--- src/rtl/sample_decimator_pkg.sv ---
// Shared sample type, default width and FIFO level sizing for the sample decimator.
package sample_pkg;

    localparam int DW_DEFAULT = 16;

    typedef logic signed [DW_DEFAULT-1:0] sample_t;

    function automatic int level_w(input int depth);
        return $clog2(depth) + 1;
    endfunction

endpackage

--- src/rtl/sample_decimator_if.sv ---
// Sample in/out handshake bundle between the FIR stage, the decimator and the DAC side.
interface sample_decimator_if
    import sample_pkg::*;
#(
    parameter int DW         = DW_DEFAULT,
    parameter int FIFO_DEPTH = 8
);

    localparam int LW = level_w(FIFO_DEPTH);

    logic [DW-1:0] data_i;
    logic          valid_i;
    logic [DW-1:0] data_o;
    logic          valid_o;
    logic          ready_i;
    logic [LW-1:0] level_o;
    logic          overflow_o;

    modport master (
        output data_i, valid_i, ready_i,
        input  data_o, valid_o, level_o, overflow_o
    );

    modport slave (
        input  data_i, valid_i, ready_i,
        output data_o, valid_o, level_o, overflow_o
    );

endinterface

--- src/rtl/sample_decimator_sync_fifo.sv ---
// First-word-fall-through synchronous FIFO; push is accepted when full if a pop happens in the same cycle.
module sync_fifo #(
    parameter int WIDTH = 16,
    parameter int DEPTH = 8
) (
    input  logic                   clock,
    input  logic                   reset,
    input  logic                   push,
    input  logic [WIDTH-1:0]       push_data,
    input  logic                   pop,
    output logic [WIDTH-1:0]       pop_data,
    output logic                   full,
    output logic                   empty,
    output logic [$clog2(DEPTH):0] level
);

    localparam int AW = $clog2(DEPTH);

    logic [WIDTH-1:0] mem [DEPTH];
    logic [AW:0]      wr_ptr;
    logic [AW:0]      rd_ptr;
    logic             do_push;
    logic             do_pop;

    // Extra pointer MSB tells full (MSBs differ) from empty (pointers equal).
    assign empty    = (wr_ptr == rd_ptr);
    assign full     = (wr_ptr[AW] != rd_ptr[AW]) && (wr_ptr[AW-1:0] == rd_ptr[AW-1:0]);
    assign do_pop   = pop && !empty;
    assign do_push  = push && (!full || do_pop);
    assign level    = wr_ptr - rd_ptr;
    assign pop_data = empty ? '0 : mem[rd_ptr[AW-1:0]];

    always_ff @(posedge clock or negedge reset) begin
        if (!reset) begin
            wr_ptr <= '0;
            rd_ptr <= '0;
        end else begin
            if (do_push) wr_ptr <= wr_ptr + (AW+1)'(1);
            if (do_pop)  rd_ptr <= rd_ptr + (AW+1)'(1);
        end
    end

    always_ff @(posedge clock) begin
        if (do_push) mem[wr_ptr[AW-1:0]] <= push_data;
    end

endmodule

--- src/rtl/sample_decimator.sv ---
// Keeps one sample in FACTOR and queues it for the DAC side.
// Define DECIMATOR_AVG_EN to emit the floor average of each group instead of its last sample.
module sample_decimator
    import sample_pkg::*;
#(
    parameter int DW         = DW_DEFAULT,
    parameter int FACTOR     = 4,
    parameter int FIFO_DEPTH = 8
) (
    input logic               clock,
    input logic               reset,
    sample_decimator_if.slave bus
);

    localparam int PW = (FACTOR > 1) ? $clog2(FACTOR) : 1;

    logic          rst_meta;
    logic          rst_sync;
    logic [PW-1:0] phase;
    logic          emit;
    logic [DW-1:0] emit_data;
    logic          pop;
    logic          fifo_full;
    logic          fifo_empty;
    logic          overflow;

    // Reset asserts immediately but is released in step with the clock.
    always_ff @(posedge clock or negedge reset) begin
        if (!reset) {rst_sync, rst_meta} <= 2'b00;
        else        {rst_sync, rst_meta} <= {rst_meta, 1'b1};
    end

    assign emit = bus.valid_i && (phase == PW'(FACTOR - 1));
    assign pop  = bus.valid_o && bus.ready_i;

    always_ff @(posedge clock or negedge rst_sync) begin
        if (!rst_sync)        phase <= '0;
        else if (bus.valid_i) phase <= emit ? '0 : phase + PW'(1);
    end

`ifdef DECIMATOR_AVG_EN
    localparam int SH = $clog2(FACTOR);
    localparam int AW = DW + SH;

    logic signed [AW-1:0] acc;
    logic signed [AW-1:0] sum;

    // Phase 0 starts a fresh group, so the running sum is replaced rather than extended.
    always_comb begin
        sum = AW'($signed(bus.data_i));
        if (phase != '0) sum = acc + AW'($signed(bus.data_i));
    end

    always_ff @(posedge clock or negedge rst_sync) begin
        if (!rst_sync)        acc <= '0;
        else if (bus.valid_i) acc <= sum;
    end

    assign emit_data = DW'(sum >>> SH);
`else
    assign emit_data = bus.data_i;
`endif

    always_ff @(posedge clock or negedge rst_sync) begin
        if (!rst_sync)                        overflow <= 1'b0;
        else if (emit && fifo_full && !pop)   overflow <= 1'b1;
    end

    sync_fifo #(
        .WIDTH (DW),
        .DEPTH (FIFO_DEPTH)
    ) u_fifo (
        .clock     (clock),
        .reset     (rst_sync),
        .push      (emit),
        .push_data (emit_data),
        .pop       (pop),
        .pop_data  (bus.data_o),
        .full      (fifo_full),
        .empty     (fifo_empty),
        .level     (bus.level_o)
    );

    assign bus.valid_o    = !fifo_empty;
    assign bus.overflow_o = overflow;

endmodule

--- src/flat_wrapper.sv ---
// flat-port wrapper written by rule: the top's interface ports become plain ports
module sample_decimator_flat import sample_pkg::*;
#(
    parameter int DW         = DW_DEFAULT,
    parameter int FACTOR     = 4,
    parameter int FIFO_DEPTH = 8
)
  (clock, reset, bus_data_i, bus_valid_i, bus_ready_i, bus_data_o, bus_valid_o, bus_level_o, bus_overflow_o);
  sample_decimator_if #(.DW(DW), .FIFO_DEPTH(FIFO_DEPTH)) bus_i ();
  input logic clock;
  input logic reset;
  input wire logic [$bits(bus_i.data_i)-1:0] bus_data_i;
  input wire logic [$bits(bus_i.valid_i)-1:0] bus_valid_i;
  input wire logic [$bits(bus_i.ready_i)-1:0] bus_ready_i;
  output wire logic [$bits(bus_i.data_o)-1:0] bus_data_o;
  output wire logic [$bits(bus_i.valid_o)-1:0] bus_valid_o;
  output wire logic [$bits(bus_i.level_o)-1:0] bus_level_o;
  output wire logic [$bits(bus_i.overflow_o)-1:0] bus_overflow_o;
  assign bus_i.data_i = bus_data_i;
  assign bus_i.valid_i = bus_valid_i;
  assign bus_i.ready_i = bus_ready_i;
  assign bus_data_o = bus_i.data_o;
  assign bus_valid_o = bus_i.valid_o;
  assign bus_level_o = bus_i.level_o;
  assign bus_overflow_o = bus_i.overflow_o;
  sample_decimator #(.DW(DW), .FACTOR(FACTOR), .FIFO_DEPTH(FIFO_DEPTH)) u_core (.clock(clock), .reset(reset), .bus(bus_i));
endmodule
--- config.mk ---
export PLATFORM = sky130hd
export DESIGN_NAME = sample_decimator_flat
export DESIGN_NICKNAME = d
export VERILOG_FILES = /design/src/rtl/sample_decimator_pkg.sv /design/src/rtl/sample_decimator_if.sv /design/src/rtl/sample_decimator_sync_fifo.sv /design/src/rtl/sample_decimator.sv /design/src/flat_wrapper.sv
export SDC_FILE = /design/constraint.sdc
export NUM_CORES = 1
export LEC_CHECK = 0
export CORE_MARGIN = 10
export CORE_UTILIZATION = 59
export CTS_CLUSTER_DIAMETER = 60
export DETAILED_ROUTE_END_ITERATION = 6
export PLACE_DENSITY_LB_ADDON = 0.08
export SYNTH_ARGS = -nofsm -noshare
export SYNTH_HDL_FRONTEND = slang
export SYNTH_SLANG_ARGS = --single-unit
--- constraint.sdc ---
create_clock -name clock -period 6.6 [get_ports clock]
set_clock_uncertainty 0.1 [all_clocks]
set_input_delay 0.66 -clock clock [delete_from_list [all_inputs] [get_ports clock]]
set_output_delay 0.66 -clock clock [all_outputs]
set_load 0.05 [all_outputs]
## After elaboration in Yosys (flattened, before gate mapping)

Memory sizes are Yosys's and may differ from the RTL's.
Index checks and enable logic that the tools add are counted.

- Add/subtract/negate cells: 4
- Equality and inequality tests: 4
- Multiplexer cells: 4
- Reductions and logical operators: 11

Operators with widths:

| operator | count |
|---|---|
| $mux W16 | 1 |
| $add A4 B1 Y4 const B | 2 |
| $logic_and A1 B1 Y1 | 7 |
| $eq A4 B4 Y1 | 1 |
| $sub A4 B4 Y4 | 1 |
| $eq A3 B3 Y1 | 1 |
| $logic_not A1 Y1 | 3 |
| $add A2 B1 Y2 const B | 1 |
| $eq A2 B2 Y1 const B | 1 |
| $mux W1 | 2 |
| $mux W2 | 1 |
| $logic_or A1 B1 Y1 | 1 |
| $ne A1 B1 Y1 | 1 |

- Bits in registers: 13
- Bits in writable memories: 128
- Output and inout bits: 22
- Memories: 1

Memory list:

| name | depth | bits a word | read ports | clocked after Yosys merged registers in | wr ports | line | RTL |
|---|---|---|---|---|---|---|---|
| u_core.u_fifo.mem | 8 | 16 | 1 | 0 | 1 | sample_decimator_sync_fifo.sv:19 | `logic [WIDTH-1:0] mem [DEPTH];` |

## Longest topological paths before layout

Gate-level depths: netlist of the first run.

- Word-level depth: 8
- Depth in mapped cells: 9
- Depth with buffers taken out: 6

## Cells and area by module

A second synthesis of the first run with hierarchy kept.

- Cells, all modules: 332
- Area total of the unflattened synthesis: 5768.0 um^2

Modules (own cells, without submodules):

| module | instances | cells each | area an instance (um^2) | sequential area each (um^2) |
|---|---|---|---|---|
| sync_fifo | 1 | 317 | 5557.8 | 4043.9 |
| sample_decimator | 1 | 15 | 210.2 | 125.1 |

## Least setup slack after synthesis of the first run

Ideal clock, no wire load.

- Kind: flip-flop to flip-flop
- From: reg u_core.u_fifo.rd_ptr[1]
- To: mem u_core.u_fifo.mem[0][0] (enable)
- Library setup time: 430 ps
- Data arrival time: 3059 ps
- Required time: 6070 ps
- Path slack: 3010 ps
- Stages on the path, launching flop included: 9
- Clock period less this slack: 3590 ps
- Path through: dfrtp_1 buf_2 buf_2 inv_1 ha_1 nand3_1 or3_1 nand3_1 nor4_1

- Word-level cells in the longest chain between the ends: 8
- Elaborated cells between the ends (all ways): 11

Ends and longest elaborated chain:

| item | line | RTL |
|---|---|---|
| from (decl) | sample_decimator_sync_fifo.sv:21 | `logic [AW:0] rd_ptr;` |
| from (signal assigned) | sample_decimator_sync_fifo.sv:39 | `if (do_pop) rd_ptr <= rd_ptr + (AW+1)'(1);` |
| $eq A4 B4 Y1 | sample_decimator_sync_fifo.sv:26 | `assign empty = (wr_ptr == rd_ptr);` |
| $logic_not A1 Y1 | sample_decimator_sync_fifo.sv:28, sample_decimator.sv:84 |  |
| $logic_and A1 B1 Y1 | sample_decimator.sv:34 | `assign pop = bus.valid_o && bus.ready_i;` |
| $logic_and A1 B1 Y1 | sample_decimator_sync_fifo.sv:28 | `assign do_pop = pop && !empty;` |
| $logic_or A1 B1 Y1 * | sample_decimator_sync_fifo.sv:29 | `assign do_push = push && (!full \|\| do_pop);` |
| $logic_and A1 B1 Y1 * | sample_decimator_sync_fifo.sv:29 |  |
| $mux W1 * | sample_decimator_sync_fifo.sv:44 | `if (do_push) mem[wr_ptr[AW-1:0]] <= push_data;` |
| $mux W1 (implied by the code) * | sample_decimator_sync_fifo.sv:44 |  |
| to (decl) | sample_decimator_sync_fifo.sv:19 |  |

Every way passes the cells marked *; elsewhere a longest branch is shown, timed or not.

## Worst setup path in the final report of the first run

- From: reg u_core.u_fifo.rd_ptr[1]
- To: out bus_data_o[4]

- Word-level cells in the longest chain between the ends: 2
- Elaborated cells between the ends (all ways): 3

Ends and longest elaborated chain:

| item | line | RTL |
|---|---|---|
| $mem_v2 Z8 W16 or $eq A4 B4 Y1 (tied branches) | n/a |  |
| $mux W16 * | sample_decimator_sync_fifo.sv:31 | `assign pop_data = empty ? '0 : mem[rd_ptr[AW-1:0]];` |
| to (decl) | flat_wrapper.sv:15 | `output wire logic [$bits(bus_i.data_o)-1:0] bus_data_o;` |

Marks and branches as above.

==> run summary, run 1 <==
synthesis-stage register bit count: 141
Lkg Pwr: 0.00241 uW
Area growth syn-to-layout: 21.2%
final worst path period share: 65.1%
vias in the first global route: 3047
Worst slew margin: 27.1%
Mapped Cells: 292
Cell Area, Synth: 0.00563 sq mm
R2R Setup Slk: 3.24 ns
Max Cap Violations: 0
Comb pwr share: 42.7%
1st-iter DRT viols: 219
Max clock buf depth: 2
worst setup path category: flop to primary output
Worst-path clk slew: 0.06 ns
Die Y: 118 um
P_int: 2230 uW
Synth Flop Type: edfxtp_1
min-delay worst type: flop to async pin
Slew @ Worst Pin: 1.08 ns
final setup TNS: 0 ns
Fmax: 0.233 GHz
Final nets: 377
core region area: 0.00928 sq mm
FILL cells: 566
slowest cell on the critical path: clkdlybuf4s50_1
CTS tree: built
HPWL Detailed: 6120 um
CP max FO: 37
All-Layer GR Usage: 16.7%
IO buf count: 41
crit path launch: u_core.u_fifo.rd_ptr[1]$_DFFE_PN0P_
final setup vio count: 0
share of layout cells above drive strength 1: 23.2%
asr flop ratio synth: 9.22%
Tmin final: 4.30 ns
total power: 3620 uW
antenna violations before repair: 0
Net Sw Power: 1390 uW
Antenna Violating Nets Remaining: 0
root buffer cell: clkbuf_8
CP Launch Type: flop
RSZ-0062 raised after global routing: false
Crit Reg-Reg Endpoint: u_core.u_fifo.mem[0][8]$_DFFE_PP_
Register Area: 0.00417 sq mm
peak supply drop: 0.314 mV
GP Congestion: 0.786
ANT cells: 0
clock network power share: 26.7%
DRT Wirelength: 10800 um
syn avg cell area: 19.3 sq um
H-Tree Depth: 4
CTS Buf Count: 17
data arrival time of the critical path: 3.54 ns
PD cells: 531 mW/mm^2
Worst R2R Path Depth: 8
Post-CTS Setup Inserts: 0
synth warn: 0
final-report max-slew violation count: 0
status: finished clean
post-cts sizing count: 0
# hold bufs at CTS: 0
DRC errors left: 0
sequential fraction of the synthesis area: 74.0%
footprint of the multi-input gates: 0.00126 sq mm
worst r2r src: u_core.u_fifo.rd_ptr[1]$_DFFE_PN0P_
Die Wd: 118 um
Ports: 42
DR pass1 iterations: 5
GRT overflow: 0
Die ar.: 0.0139 sq mm
initial cell density of the core: 60.7%
Syn Nets: 319
drt via density: 5.61
WL/cell: 22.0 um
critical path required time: 5.84 ns
largest cells by area after synthesis: edfxtp_1, mux4_2, dfrtp_1, inv_1, o22ai_1
site row count: 35
Sw Share: 38.4%
sequential share of power: 30.5%
global-route wire length before repair: 17400 um
crit-path max cell delay: 0.86 ns
largest net degree at the start of global routing: 38
endpoint type of the worst setup path: primary output
worst-path cell chain: buf_4, inv_1, ha_1, nand3_1, or2_2, nand2_2, o22ai_1, clkdlybuf4s50_1
Clk Latency, worst-skew pair: 0.52 ns
clock tree sinks: 141
Post-synth EDFFs: 128
largest area contributor in the netlist: edfxtp_1
synth unique cells: 31
final count of hold timing violations: 0
via count: 2753
Synth top area share: 68.2%
==> cells in the mapped netlist, types with 2 or more instances <==
master,instances
nand2_1,6
mux4_2,32
nand3_1,4
buf_6,4
nor3_1,4
buf_4,2
nor2_1,3
mux2_2,2
inv_1,40
dfrtp_1,13
o21ai_0,2
edfxtp_1,128
xnor2_1,8
nand2_2,2
o22ai_1,16
nand2b_1,2
buf_2,4
xor2_1,2
ha_1,6
==> worst max-delay path by stage <==
stage | slack, ns | cells after the start | endpoint
detailed placement | 2.89 | 8 | bus_data_o[15]
floorplan | 3.01 | 8 | u_core.u_fifo.mem[0][0]$_DFFE_PP_
global placement | 2.91 | 8 | bus_data_o[15]
CTS | 2.28 | 8 | bus_data_o[4]
global route | 2.14 | 8 | bus_data_o[4]
finish | 2.30 | 8 | bus_data_o[4]
==> kinds of logic (layout without fill, tap and decap cells) <==
group,count (synthesis),count (layout),share of synthesized area (%)
multiplexers,35,35,13.4
AND/OR/NAND/NOR,25,25,2.47
XOR/XNOR,10,10,1.55
other,1,1,0.0666
buffers and inverters,51,121,4.17
flip-flops,141,141,74.0
adder cells (fa/ha/maj),7,7,1.69
AO/OA/AOI/OAI,22,22,2.69
==> per-stage QoR <==
| stage | std cells | hold slack [ns] | setup WS [ns] | instance area (sq um) | utilization [%] |
|---|---|---|---|---|---|
| final | 491 | 0.0829 | 2.30 | 6830 | 73.5 |
| after global routing | 491 | 0.128 | 2.14 | 6830 | 73.5 |
| after CTS | 491 | 0.103 | 2.28 | 6830 | 73.5 |
| after detailed placement | 460 | 0.0975 | 2.89 | 6220 | 67.0 |
| after global placement | 460 | 0.102 | 2.91 | 6220 | 67.0 |
| after floorplan | 292 | 0.0341 | 3.01 | 5630 | - |
==> power groups by stage <==
| stage | Sequential, uW | Combinational [uW] | Clock, uW |
|---|---|---|---|
| 4_1_cts | 1110 | 1570 | 990 |
| 5_1_grt | 1110 | 1650 | 1030 |
| 2_1_floorplan | 1110 | 1130 | 0 |
| 6_report | 1110 | 1550 | 969 |
| 3_5_place_dp | 1120 | 1560 | 0 |
| 3_3_place_gp | 1120 | 1550 | 0 |
==> critical path: cells and delay by family, from the launching register on <==
| kind | cells | cell delay, ns |
|---|---|---|
| flip-flops | 1 | 0.32 |
| AO/OA/AOI/OAI | 1 | 0.35 |
| adder cells (fa/ha/maj) | 1 | 0.31 |
| AND/OR/NAND/NOR | 3 | 0.61 |
| buffers and inverters | 3 | 1.41 |
==> layer usage <==
layer | GRT usage (%) | part of all wire, % | vias to the layer above | wire (um)
li1 | - | - | 1250 | -
met1 | 20.3 | 41 | 1408 | 4480
met2 | 27.4 | 52 | 85 | 5620
met3 | 4.84 | 5.6 | 10 | 605
met4 | 6.41 | 1.1 | 0 | 115
met5 | 0 | 0 | - | 0
==> area by class of cell <==
class                   instances  share of cell area (%)
clock buffers                  17                    6.07
clock inverters                14                    2.88
multi-input cells             100                    18.4
well taps                     129                    2.36
repair buffers                 50                    7.00
flip-flops and latches        141                    61.1
inverters                      40                    2.20
==> placed cells by master (no fill, tap or decap), drive strengths merged, types with 2 or more instances in the layout <==
cell,synthesis,routed
bufinv,0,4
nor2,3,3
nand2,8,8
clkinvlp,0,2
nor3,4,4
mux2,2,2
clkbuf,1,17
nand2b,2,2
xnor2,8,8
buf,10,9
o21ai,2,2
mux4,32,32
edfxtp,128,128
inv,40,40
clkdlybuf4s50,0,41
dfrtp,13,13
xor2,2,2
o22ai,16,16
clkinv,0,8
ha,6,6
nand3,4,4
==> sequential cells by signal, indices dropped and copies added, names as in the netlist <==
register	cells
u_core.bus.overflow_o	1
u_core.phase	2
u_core.rst_meta	1
u_core.rst_sync	1
u_core.u_fifo.mem	128
u_core.u_fifo.rd_ptr	4
u_core.u_fifo.wr_ptr	4
Note: power is estimated with default switching activity, not from simulation.
==> run 2: changes to the inputs <==
--- a/config.mk
+++ b/config.mk
@@ -6,7 +6,7 @@
 export NUM_CORES = 1
 export LEC_CHECK = 0
 export CORE_MARGIN = 10
-export CORE_UTILIZATION = 59
+export CORE_UTILIZATION = 58
 export CTS_CLUSTER_DIAMETER = 60
 export DETAILED_ROUTE_END_ITERATION = 6
 export PLACE_DENSITY_LB_ADDON = 0.08
==> constraint.sdc (replaced) <==
create_clock -name clock -period 4.2 [get_ports clock]
set_clock_uncertainty 0.1 [all_clocks]
set_input_delay 0.42 -clock clock [delete_from_list [all_inputs] [get_ports clock]]
set_output_delay 0.42 -clock clock [all_outputs]
set_load 0.05 [all_outputs]
==> run 2 against run 1 <==
Cell area down 0.60%. Wire length down 1.7%. Worst hold slack gained 0.0047 ns. Critical endpoint is now bus_data_o[14]. Largest cell class unchanged. Highest routed layer unchanged.
==> run summary, run 2 (synthesis results as in run 1) <==
worst-path cell chain: inv_1, ha_1, nand3_1, or2_2, nand2_2, o22ai_1, clkdlybuf4s50_1
Net Sw Power: 2220 uW
GRT overflow: 0
Die ar.: 0.0141 sq mm
final worst path period share: 88.1%
status: finished clean
final setup TNS: 0 ns
Slew @ Worst Pin: 0.834 ns
RSZ-0062 raised after global routing: false
via count: 2779
Worst R2R Path Depth: 6
initial cell density of the core: 60.1%
global-route wire length before repair: 17300 um
Worst-path clk slew: 0.07 ns
Clk Latency, worst-skew pair: 0.51 ns
PD cells: 824 mW/mm^2
Design Area, Final: 0.00679 sq mm
commonest non-fill, non-tap cell in the layout: edfxtp_1
final-report max-slew violation count: 0
DRC errors left: 0
Antenna Violating Nets Remaining: 0
sequential share of power: 31.1%
DRT Wirelength: 10600 um
routed wire length on met2: 5460 um
Die Y: 119 um
worst setup path category: flop to primary output
CTS Buf Count: 17
Die Wd: 119 um
Worst slew margin: 44.3%
H-Tree Depth: 4
Max clock buf depth: 2
largest net degree at the start of global routing: 37
1st-iter DRT viols: 224
FILL cells: 603
GP Congestion: 0.840
area post-placement: 0.00619 sq mm
root buffer cell: clkbuf_8
data arrival time of the critical path: 3.18 ns
clock tree sinks: 141
Max Cap Violations: 0
site row count: 35
Comb pwr share: 42.9%
final setup vio count: 0
slowest cell on the critical path: clkdlybuf4s50_1
Ports: 42
peak supply drop: 0.525 mV
Final nets: 378
critical path required time: 3.68 ns
endpoint type of the worst setup path: primary output
HPWL Detailed: 6000 um
Layout Utilization: 72.4%
final count of hold timing violations: 0
core region area: 0.00937 sq mm
antenna violations before repair: 0
P_int: 3380 uW
crit-path max cell delay: 0.73 ns
share of layout cells above drive strength 1: 26.4%
met3 WL post-DR: 510 um
ANT cells: 0
Area growth syn-to-layout: 20.4%
Top Layer Used: met4
DP Cell Count: 460
Fmax: 0.270 GHz
vias in the first global route: 2973
R2R Setup Slk: 1.60 ns
DR pass1 iterations: 4
Post-Layout Cell Count: 493
Tmin final: 3.70 ns
Lkg Pwr: 0.00241 uW
Sw Share: 39.6%
IO buf count: 41
CTS tree: built
CP Launch Type: flop
drt via density: 5.64
M1 WL: 4510 um
clock network power share: 26.1%
Largest register FFs: 128
CP max FO: 16
All-Layer GR Usage: 16.3%
min-delay worst type: flop to async pin
most frequent cells in the layout: edfxtp_1, inv_1, mux4_2, clkdlybuf4s50_1, buf_4
WL/cell: 21.6 um
==> run 2: worst paths after layout <==
check	from	endpoint
max	u_core.u_fifo.wr_ptr[0]$_DFFE_PN0P_	bus_data_o[14]
min	u_core.rst_sync$_DFF_PN0_	u_core.phase[1]$_DFFE_PN0P_
max reg2reg	u_core.u_fifo.wr_ptr[0]$_DFFE_PN0P_	u_core.u_fifo.mem[7][15]$_DFFE_PP_
min reg2reg	u_core.rst_sync$_DFF_PN0_	u_core.phase[1]$_DFFE_PN0P_
max in group asynchronous	reset	u_core.rst_meta$_DFF_PN0_
min in group clock	u_core.rst_meta$_DFF_PN0_	u_core.rst_sync$_DFF_PN0_
==> run 2: layout make-up <==
class                           instances  area (sq um)  share of cell area, %
Clock buffer                           18           418                   6.16
Clock inverter                         14           169                   2.49
Sequential cell                       141          4170                   61.5
Timing Repair Buffer                   51           460                   6.79
Tap cell                              129           161                   2.38
Inverter                               40           150                   2.21
Multi-Input combinational cell        100          1260                   18.5
==> run 2: power groups by stage <==
stage                     clock network [uW]  logic, uW  registers, uW
after floorplan                            0       1780           1750
after global placement                     0       2410           1760
after detailed placement                   0       2420           1770
after CTS                               1480       2440           1740
after global routing                    1550       2560           1750
final                                   1460       2400           1740
==> run 2: timing repair <==
item                                   in CTS  in global routing
hold buffers                                1                  0
setup endpoints to repair                   0                  0
buffers inserted                            0                  0
endpoints found under the hold margin       2                  0
gates resized for setup                     0                  0
==> run 2: layer usage <==
layer	global-route usage, %	vias to the layer above
met2	26.2	71
met1	20.4	1440
met5	0	-
met3	5.09	17
li1	-	1251
met4	5.80	0
==> run 2: critical path: cells and delay by family (launching register included) <==
kind / cells / cell delay (ns)
buffers and inverters: 2 / 0.87
and+or+nand+nor: 3 / 0.82
DFF: 1 / 0.51
adders and majority gates: 1 / 0.32
AOI/OAI and AO/OA: 1 / 0.15
==> run 2: per-stage QoR <==
step | power (uW) | worst slack [ns] | hold slack (ns)
after global routing | 5870 | 0.292 | 0.131
final | 5590 | 0.500 | 0.0876
after global placement | 4170 | 1.07 | 0.0995
after CTS | 5660 | 0.456 | 0.112
after floorplan | 3530 | 0.610 | 0.0244
after detailed placement | 4190 | 1.04 | 0.108
==> run 3: changes to the inputs <==
--- a/config.mk
+++ b/config.mk
@@ -9,6 +9,7 @@
 export CORE_UTILIZATION = 58
 export CTS_CLUSTER_DIAMETER = 60
 export DETAILED_ROUTE_END_ITERATION = 6
+export HOLD_SLACK_MARGIN = 0.1
 export PLACE_DENSITY_LB_ADDON = 0.08
 export SYNTH_ARGS = -nofsm -noshare
 export SYNTH_HDL_FRONTEND = slang
==> results of run 3 <==
The final DEF is identical to that of run 2; final timing and power are the same.
